[src/rtl/cbm2_pkg.sv]
// cbm2_pkg: shared definitions for the CBM-II memory loader and any later
// erase/verify logic that must reproduce the same fill pattern.
package cbm2_pkg;

   // Default SDRAM byte-address width.
   localparam int ADDR_W = 25;

   // Loader states: a pending download byte and an active erase sweep are
   // independent, so the four states cover every combination of the two.
   typedef enum logic [1:0] {
      S_IDLE       = 2'd0,
      S_PEND       = 2'd1,
      S_ERASE      = 2'd2,
      S_ERASE_PEND = 2'd3
   } loader_state_t;

   // Erase fill byte: 64-byte stripes alternating 00/FF, selected by address
   // bit 6 (the only address bit that matters, so only it is passed in).
   function automatic logic [7:0] erase_fill(input logic addr_b6);
      logic [7:0] fill;
      if (addr_b6) begin
         fill = 8'hFF;
      end else begin
         fill = 8'h00;
      end
      return fill;
   endfunction

endpackage

[src/rtl/cbm2_mem_loader.sv]
// cbm2_mem_loader: turns HPS download bytes and erase sweeps into single-byte
// SDRAM writes, issued only on the first cycle of each free io_cycle slot so
// CPU/video SDRAM timing is never disturbed.
module cbm2_mem_loader #(
   parameter int ADDR_W = cbm2_pkg::ADDR_W
) (
   input  logic              clk_sys,
   input  logic              reset_n,
   input  logic              io_cycle,
   input  logic              ioctl_download,
   input  logic              ioctl_wr,
   input  logic [ADDR_W-1:0] ioctl_addr,
   input  logic [7:0]        ioctl_dout,
   output logic              ioctl_wait,
   input  logic [ADDR_W-1:0] load_base,
   input  logic              erase_req,
   input  logic [ADDR_W-1:0] erase_top,
   output logic [ADDR_W-1:0] mem_addr,
   output logic              mem_ce,
   output logic              mem_we,
   output logic [7:0]        mem_din,
   output logic              erasing,
   output logic              busy
);
   import cbm2_pkg::*;

   localparam logic [ADDR_W-1:0] ADDR_ZERO = {ADDR_W{1'b0}};
   localparam logic [ADDR_W-1:0] ADDR_ONE  = {{(ADDR_W-1){1'b0}}, 1'b1};

   loader_state_t       r_state;
   loader_state_t       w_state_nxt;
   logic                r_io_cycle_d;
   logic [ADDR_W-1:0]   r_pend_addr;
   logic [ADDR_W-1:0]   w_pend_addr_nxt;
   logic [7:0]          r_pend_data;
   logic [7:0]          w_pend_data_nxt;
   logic [ADDR_W-1:0]   r_erase_ptr;
   logic [ADDR_W-1:0]   w_erase_ptr_nxt;
   logic [ADDR_W-1:0]   r_erase_lim;
   logic [ADDR_W-1:0]   w_erase_lim_nxt;
   logic                r_mem_ce;
   logic                r_mem_we;
   logic                w_mem_req_nxt;
   logic [ADDR_W-1:0]   r_mem_addr;
   logic [ADDR_W-1:0]   w_mem_addr_nxt;
   logic [7:0]          r_mem_din;
   logic [7:0]          w_mem_din_nxt;

   logic w_slot;
   logic w_pending;
   logic w_erasing;
   logic w_issue_byte;
   logic w_issue_erase;
   logic w_erase_last;
   logic w_pend_keep;
   logic w_erase_keep;
   logic w_unused;

   // The download flag does not gate anything: a latched byte must still be
   // written after the download ends.
   assign w_unused = ioctl_download;

   // A slot is the first cycle of an io_cycle high period; issuing there and
   // registering the request keeps the write inside the same period.
   assign w_slot        = io_cycle & ~r_io_cycle_d;
   assign w_pending     = (r_state == S_PEND) | (r_state == S_ERASE_PEND);
   assign w_erasing     = (r_state == S_ERASE) | (r_state == S_ERASE_PEND);
   assign w_issue_byte  = w_slot & w_pending;
   assign w_issue_erase = w_slot & ~w_pending & w_erasing;
   // Termination by equality so a limit of all-ones never needs the pointer to wrap.
   assign w_erase_last  = w_issue_erase & (r_erase_ptr == r_erase_lim);

   // A byte stays pending unless issued now; a new strobe always makes one pending.
   assign w_pend_keep  = (w_pending & ~w_issue_byte) | ioctl_wr;
   // A new erase request (re)starts the sweep; otherwise it runs until its last write.
   assign w_erase_keep = erase_req | (w_erasing & ~w_erase_last);

   assign ioctl_wait = ioctl_wr | w_pending;
   assign erasing    = w_erasing;
   assign busy       = (r_state != S_IDLE);
   assign mem_ce     = r_mem_ce;
   assign mem_we     = r_mem_we;
   assign mem_addr   = r_mem_addr;
   assign mem_din    = r_mem_din;

   // Next-state decode from the pending-byte and erase-active flags.
   always_comb begin
      w_state_nxt = S_IDLE;
      case ({w_erase_keep, w_pend_keep})
         2'b00:   w_state_nxt = S_IDLE;
         2'b01:   w_state_nxt = S_PEND;
         2'b10:   w_state_nxt = S_ERASE;
         2'b11:   w_state_nxt = S_ERASE_PEND;
         default: w_state_nxt = S_IDLE;
      endcase
   end

   // Datapath next values: byte latch, erase pointer/limit and the write request.
   always_comb begin
      w_pend_addr_nxt = r_pend_addr;
      w_pend_data_nxt = r_pend_data;
      w_erase_ptr_nxt = r_erase_ptr;
      w_erase_lim_nxt = r_erase_lim;
      w_mem_req_nxt   = 1'b0;
      w_mem_addr_nxt  = r_mem_addr;
      w_mem_din_nxt   = r_mem_din;

      if (ioctl_wr) begin
         w_pend_addr_nxt = load_base + ioctl_addr;
         w_pend_data_nxt = ioctl_dout;
      end else begin
         w_pend_addr_nxt = r_pend_addr;
         w_pend_data_nxt = r_pend_data;
      end

      if (erase_req) begin
         w_erase_ptr_nxt = ADDR_ZERO;
         w_erase_lim_nxt = erase_top;
      end else if (w_issue_erase & ~w_erase_last) begin
         w_erase_ptr_nxt = r_erase_ptr + ADDR_ONE;
      end else begin
         w_erase_ptr_nxt = r_erase_ptr;
      end

      if (w_issue_byte) begin
         w_mem_req_nxt  = 1'b1;
         w_mem_addr_nxt = r_pend_addr;
         w_mem_din_nxt  = r_pend_data;
      end else if (w_issue_erase) begin
         w_mem_req_nxt  = 1'b1;
         w_mem_addr_nxt = r_erase_ptr;
         w_mem_din_nxt  = erase_fill(r_erase_ptr[6]);
      end else begin
         w_mem_req_nxt  = 1'b0;
      end
   end

   // State register; reset abandons any pending byte or erase immediately.
   always_ff @(posedge clk_sys or negedge reset_n) begin
      if (!reset_n) begin
         r_state <= S_IDLE;
      end else begin
         r_state <= w_state_nxt;
      end
   end

   // Datapath and registered SDRAM request outputs.
   always_ff @(posedge clk_sys or negedge reset_n) begin
      if (!reset_n) begin
         r_io_cycle_d <= 1'b0;
         r_pend_addr  <= ADDR_ZERO;
         r_pend_data  <= 8'h00;
         r_erase_ptr  <= ADDR_ZERO;
         r_erase_lim  <= ADDR_ZERO;
         r_mem_ce     <= 1'b0;
         r_mem_we     <= 1'b0;
         r_mem_addr   <= ADDR_ZERO;
         r_mem_din    <= 8'h00;
      end else begin
         r_io_cycle_d <= io_cycle;
         r_pend_addr  <= w_pend_addr_nxt;
         r_pend_data  <= w_pend_data_nxt;
         r_erase_ptr  <= w_erase_ptr_nxt;
         r_erase_lim  <= w_erase_lim_nxt;
         r_mem_ce     <= w_mem_req_nxt;
         r_mem_we     <= w_mem_req_nxt;
         r_mem_addr   <= w_mem_addr_nxt;
         r_mem_din    <= w_mem_din_nxt;
      end
   end

endmodule
[config.mk]
export PLATFORM = sky130hd
export DESIGN_NAME = cbm2_mem_loader
export DESIGN_NICKNAME = d
export VERILOG_FILES = /design/src/rtl/cbm2_pkg.sv /design/src/rtl/cbm2_mem_loader.sv
export SDC_FILE = /design/constraint.sdc
export NUM_CORES = 1
export LEC_CHECK = 0
export ABC_AREA = 1
export CORE_MARGIN = 3
export CORE_UTILIZATION = 49
export DETAILED_ROUTE_END_ITERATION = 8
export PLACE_DENSITY = 0.77
export RECOVER_POWER = 100
export SLEW_MARGIN = 40
export SYNTH_ARGS = -nofsm -noshare
export SYNTH_HDL_FRONTEND = slang
export SYNTH_SLANG_ARGS = --single-unit
[constraint.sdc]
create_clock -name clk_sys -period 1.7 [get_ports clk_sys]
set_clock_uncertainty 0.1 [all_clocks]
set_input_delay 0.17 -clock clk_sys [delete_from_list [all_inputs] [get_ports clk_sys]]
set_output_delay 0.17 -clock clk_sys [all_outputs]
set_load 0.05 [all_outputs]
==> impl_summary.md <==
Die
The die is 131 µm tall. The standard cell core area is 15,300 µm². The floorplan has 45 rows.

The die covers 17,200 µm². The initial core utilization is 50.3%. Pin placement for this block handled 127 I/O pins. The die is 131 µm wide.

Finish
Of the cells placed in the final design, the portion with a size suffix greater than 1 is 24.3%. The sequential cell area is 3000 µm². The multi-input gate area in the final layout is 4520 µm². The filler cell count is 1,157. The number of antenna diodes in the final layout is 0.

The area growth from synthesis to layout is 45.1%. The final layout contains 1,465 nets. Once layout is done, the placed cells without fillers occupy 11,100 µm².

Synth
Counting flops with an async set or reset pin after synthesis yields a share of 100%. The dominant cell by count in the synthesized netlist is sky130_fd_sc_hd__nand2_1. The share of synthesized area in the top cell type comes to 39.1%. By count the netlist is led by sky130_fd_sc_hd__nand2_1, sky130_fd_sc_hd__inv_1, sky130_fd_sc_hd__dfrtp_1, sky130_fd_sc_hd__nor2_1, sky130_fd_sc_hd__nand3_1.

The primary flip-flop cell chosen by synthesis mapping is sky130_fd_sc_hd__dfrtp_1. Of the synthesized area, sequential elements account for 39.1%. The synthesized netlist net count is 1,234.

The cell area after synthesis is 7670 µm². A synthesized cell averages 6.86 µm². The cell taking the most area after synthesis is sky130_fd_sc_hd__dfrtp_1. The number of enable flip-flop cells after synthesis is 0. The total of warnings raised by yosys is 0. The register bit count reported by yosys is 120. Synthesis handed over a netlist of 1,119 instances. Yosys attributes the largest share of cell area to sky130_fd_sc_hd__dfrtp_1, sky130_fd_sc_hd__nand2_1, sky130_fd_sc_hd__inv_1. After synthesis, the netlist uses 31 different library cells.

Worst setup path
The arrival time reported for the critical path endpoint is 2.04 ns. The worst setup path is launched from a flip-flop. The required time of the worst setup path is 1.97 ns.

The critical path start-end classification is flip-flop to flip-flop. The worst setup path is captured at a flip-flop. The maximum fanout along the worst path is 5. The register-to-register path setup slack is -0.08 ns.

Global routing
The pin count of the biggest net entering global routing is 53. The met1 global-route usage is 38.7%. met2 is the most crowded layer. The number of global-route vias before repair is 7,688. The total overflow left after global routing is 0.

The fraction of met3 tracks used by global routing is 4.75%. The number of antenna violations at the first check in global routing came to 0. The first-pass GRT wire length is 37.8 mm.

For met2 alone, demand over resource in global routing was 41.8%. Across every metal layer, demand over resource in global routing totals 26.9%.

Timing
Setup repair after global routing could not meet its margin everywhere. The total negative setup slack is -1.19 ns. The total count of max-transition violations in the final report came to 0. The relative max-transition margin is 51.1%. The final cycle utilization of the critical path is 104%.

At the pin with the least slew margin, the transition time is 0.734 ns. The minimum hold slack is 0.143 ns. The routed design could run at a clock period as short as 1.78 ns. In the post-route analysis, the smallest setup slack over all paths is -0.0756 ns. The maximum clock rate is 563 MHz. The final count of negative-setup-slack endpoints is 26. The final count of hold timing violations was 0.

Clocking
The number of sinks driven by the clock tree is 120. The number of buffers inserted during clock tree synthesis is 17. Counting along the longest clock path gives a buffer depth of 2.

Clock-pin slew was measured on the worst setup and hold paths at 0.06 ns. Clock latency on the worst-skew pair, taken at its later pin, is 0.43 ns. The master cell of the clock root buffer is sky130_fd_sc_hd__clkbuf_16. The count of H-tree levels built during CTS is 4. The clock tree from TritonCTS is yes.

Detailed routing
The detailed-route via count is 8,166. The final layout contains routed wiring with a total length of 24.2 mm. Once detail routing completed, the nets flagged for antenna violations numbered 0. In this run, the number of DRC markers left after iteration 0 of detailed routing was 721. The final routed DRC violation total is 0. The number of detailed-route iterations in the first pass is 6.

The routed wirelength normalized by instance count is 15.4 µm. The detail-routed via count per cell is 5.19.

Status
The checks that failed: negative setup slack. The flow ran to the end, but the final reports show violations.

Place
The number of buffers added on ports is 125. The instance area at placement is 9900 µm². The last weighted congestion value of the routability-driven placer is 0.923. The detailed placement HPWL is 17.6 mm. The setup slack after placement is -0.467 ns.

Hold path
The tightest min-delay check is of the input port to flip-flop type.

Pwr
The post-layout total power is 9.40 mW. Dividing total power by cell area gives a power density of 844 nW/µm². Across the VDD grid, the largest voltage drop is 0.804 mV.

The analysis attributes to cell leakage a power of 5.70 nW.

Flow run
Across the run, the number of max-cap violations was 0.
## sequential cells by signal, summed over array words and instances, names as in the netlist
signal and cells:
r_io_cycle_d 1, r_pend_addr 25, r_erase_lim 25, mem_addr 25, r_state 2, mem_din 8
r_erase_ptr 25, mem_we 1, r_pend_data 8
## report_power, final
part	switching, mW	total (mW)	internal (mW)
sequential	0.225	3.39	3.16
clock	1.36	3.54	2.18
combinational	1.48	2.48	1.00
total	3.06	9.40	6.34
## cell usage in the layout, fill, tap and decap left out, types with 16 or more instances in the layout
cell type                         count
sky130_fd_sc_hd__nand3_2             21
sky130_fd_sc_hd__nand2_1            440
sky130_fd_sc_hd__nand2_2             31
sky130_fd_sc_hd__a21oi_1             19
sky130_fd_sc_hd__inv_1              122
sky130_fd_sc_hd__clkbuf_16           19
sky130_fd_sc_hd__xor2_1              25
sky130_fd_sc_hd__dfrtp_1            119
sky130_fd_sc_hd__nand4_1             34
sky130_fd_sc_hd__o311ai_0            19
sky130_fd_sc_hd__o21ai_0             27
sky130_fd_sc_hd__nand3_1             50
sky130_fd_sc_hd__ha_4                16
sky130_fd_sc_hd__nor2_2              29
sky130_fd_sc_hd__clkdlybuf4s50_1     76
sky130_fd_sc_hd__buf_4              144
sky130_fd_sc_hd__nor2_1              53
## worst max-delay path, stage by stage, from the launching register on
cell	delay (ns)
sky130_fd_sc_hd__dfrtp_1	0.40
sky130_fd_sc_hd__inv_2	0.07
sky130_fd_sc_hd__nand2_2	0.06
sky130_fd_sc_hd__nand2_2	0.05
sky130_fd_sc_hd__nor2_2	0.11
sky130_fd_sc_hd__nand3_2	0.17
sky130_fd_sc_hd__nor2_4	0.16
sky130_fd_sc_hd__nand3_4	0.14
sky130_fd_sc_hd__nand2_8	0.15
sky130_fd_sc_hd__clkbuf_16	0.16
sky130_fd_sc_hd__nand3_2	0.06
sky130_fd_sc_hd__nand2_2	0.08
## final cells by class
| type | count | area share (%) |
|---|---|---|
| multi-input cells | 825 | 40.6 |
| clock inverters | 12 | 1.16 |
| inverters | 136 | 4.59 |
| repair buffers | 250 | 20.3 |
| well taps | 211 | 2.37 |
| clock buffers | 19 | 3.98 |
| flip-flops and latches | 120 | 27.0 |
## path summary, 6_finish.rpt
path | start | cells after the start | to
hold / removal | ioctl_addr[1] | 4 | r_pend_addr[1]$_DFFE_PN0P_
setup reg to reg | r_erase_ptr[2]$_DFFE_PN0P_ | 11 | r_erase_ptr[7]$_DFFE_PN0P_
hold reg to reg | r_pend_data[1]$_DFFE_PN0P_ | 2 | r_pend_data[1]$_DFFE_PN0P_
max in group asynchronous | reset_n | 3 | mem_addr[15]$_DFFE_PN0P_
min in group asynchronous | reset_n | 2 | mem_din[3]$_DFFE_PN0P_
setup / recovery | r_erase_ptr[2]$_DFFE_PN0P_ | 11 | r_erase_ptr[7]$_DFFE_PN0P_
## per-layer routing
layer / up-vias / wire [µm]
met4: 0 / 472
met3: 39 / 1520
met1: 3839 / 11000
met5: - / 0
met2: 303 / 11200
li1: 3985 / -
## timing repair
item,4_1_cts,5_1_grt
cloned,0,3
setup buffers,0,7
setup endpoints to repair,25,46
hold buffers,1,0
resized for setup,8,133
endpoints found under the hold margin,120,0
pin swaps,0,45
## cell families (layout without fill, tap and decap cells)
logic type	after synthesis	in the layout	synth area share [%]
xor gates and xnor gates	35	35	4.00
adders and majority gates	26	26	4.34
AOI/OAI and AO/OA	79	79	6.12
DFF	120	120	39.1
buffers and inverters	174	417	8.95
and+or+nand+nor	685	685	37.5
## stage by stage
stage               util (%)  instances
finish                  73.0       1573
global route            73.0       1573
CTS                     68.9       1563
detailed placement      64.9       1531
global placement        64.9       1531
floorplan                  -       1119
Note: power is estimated with default switching activity, not from simulation.
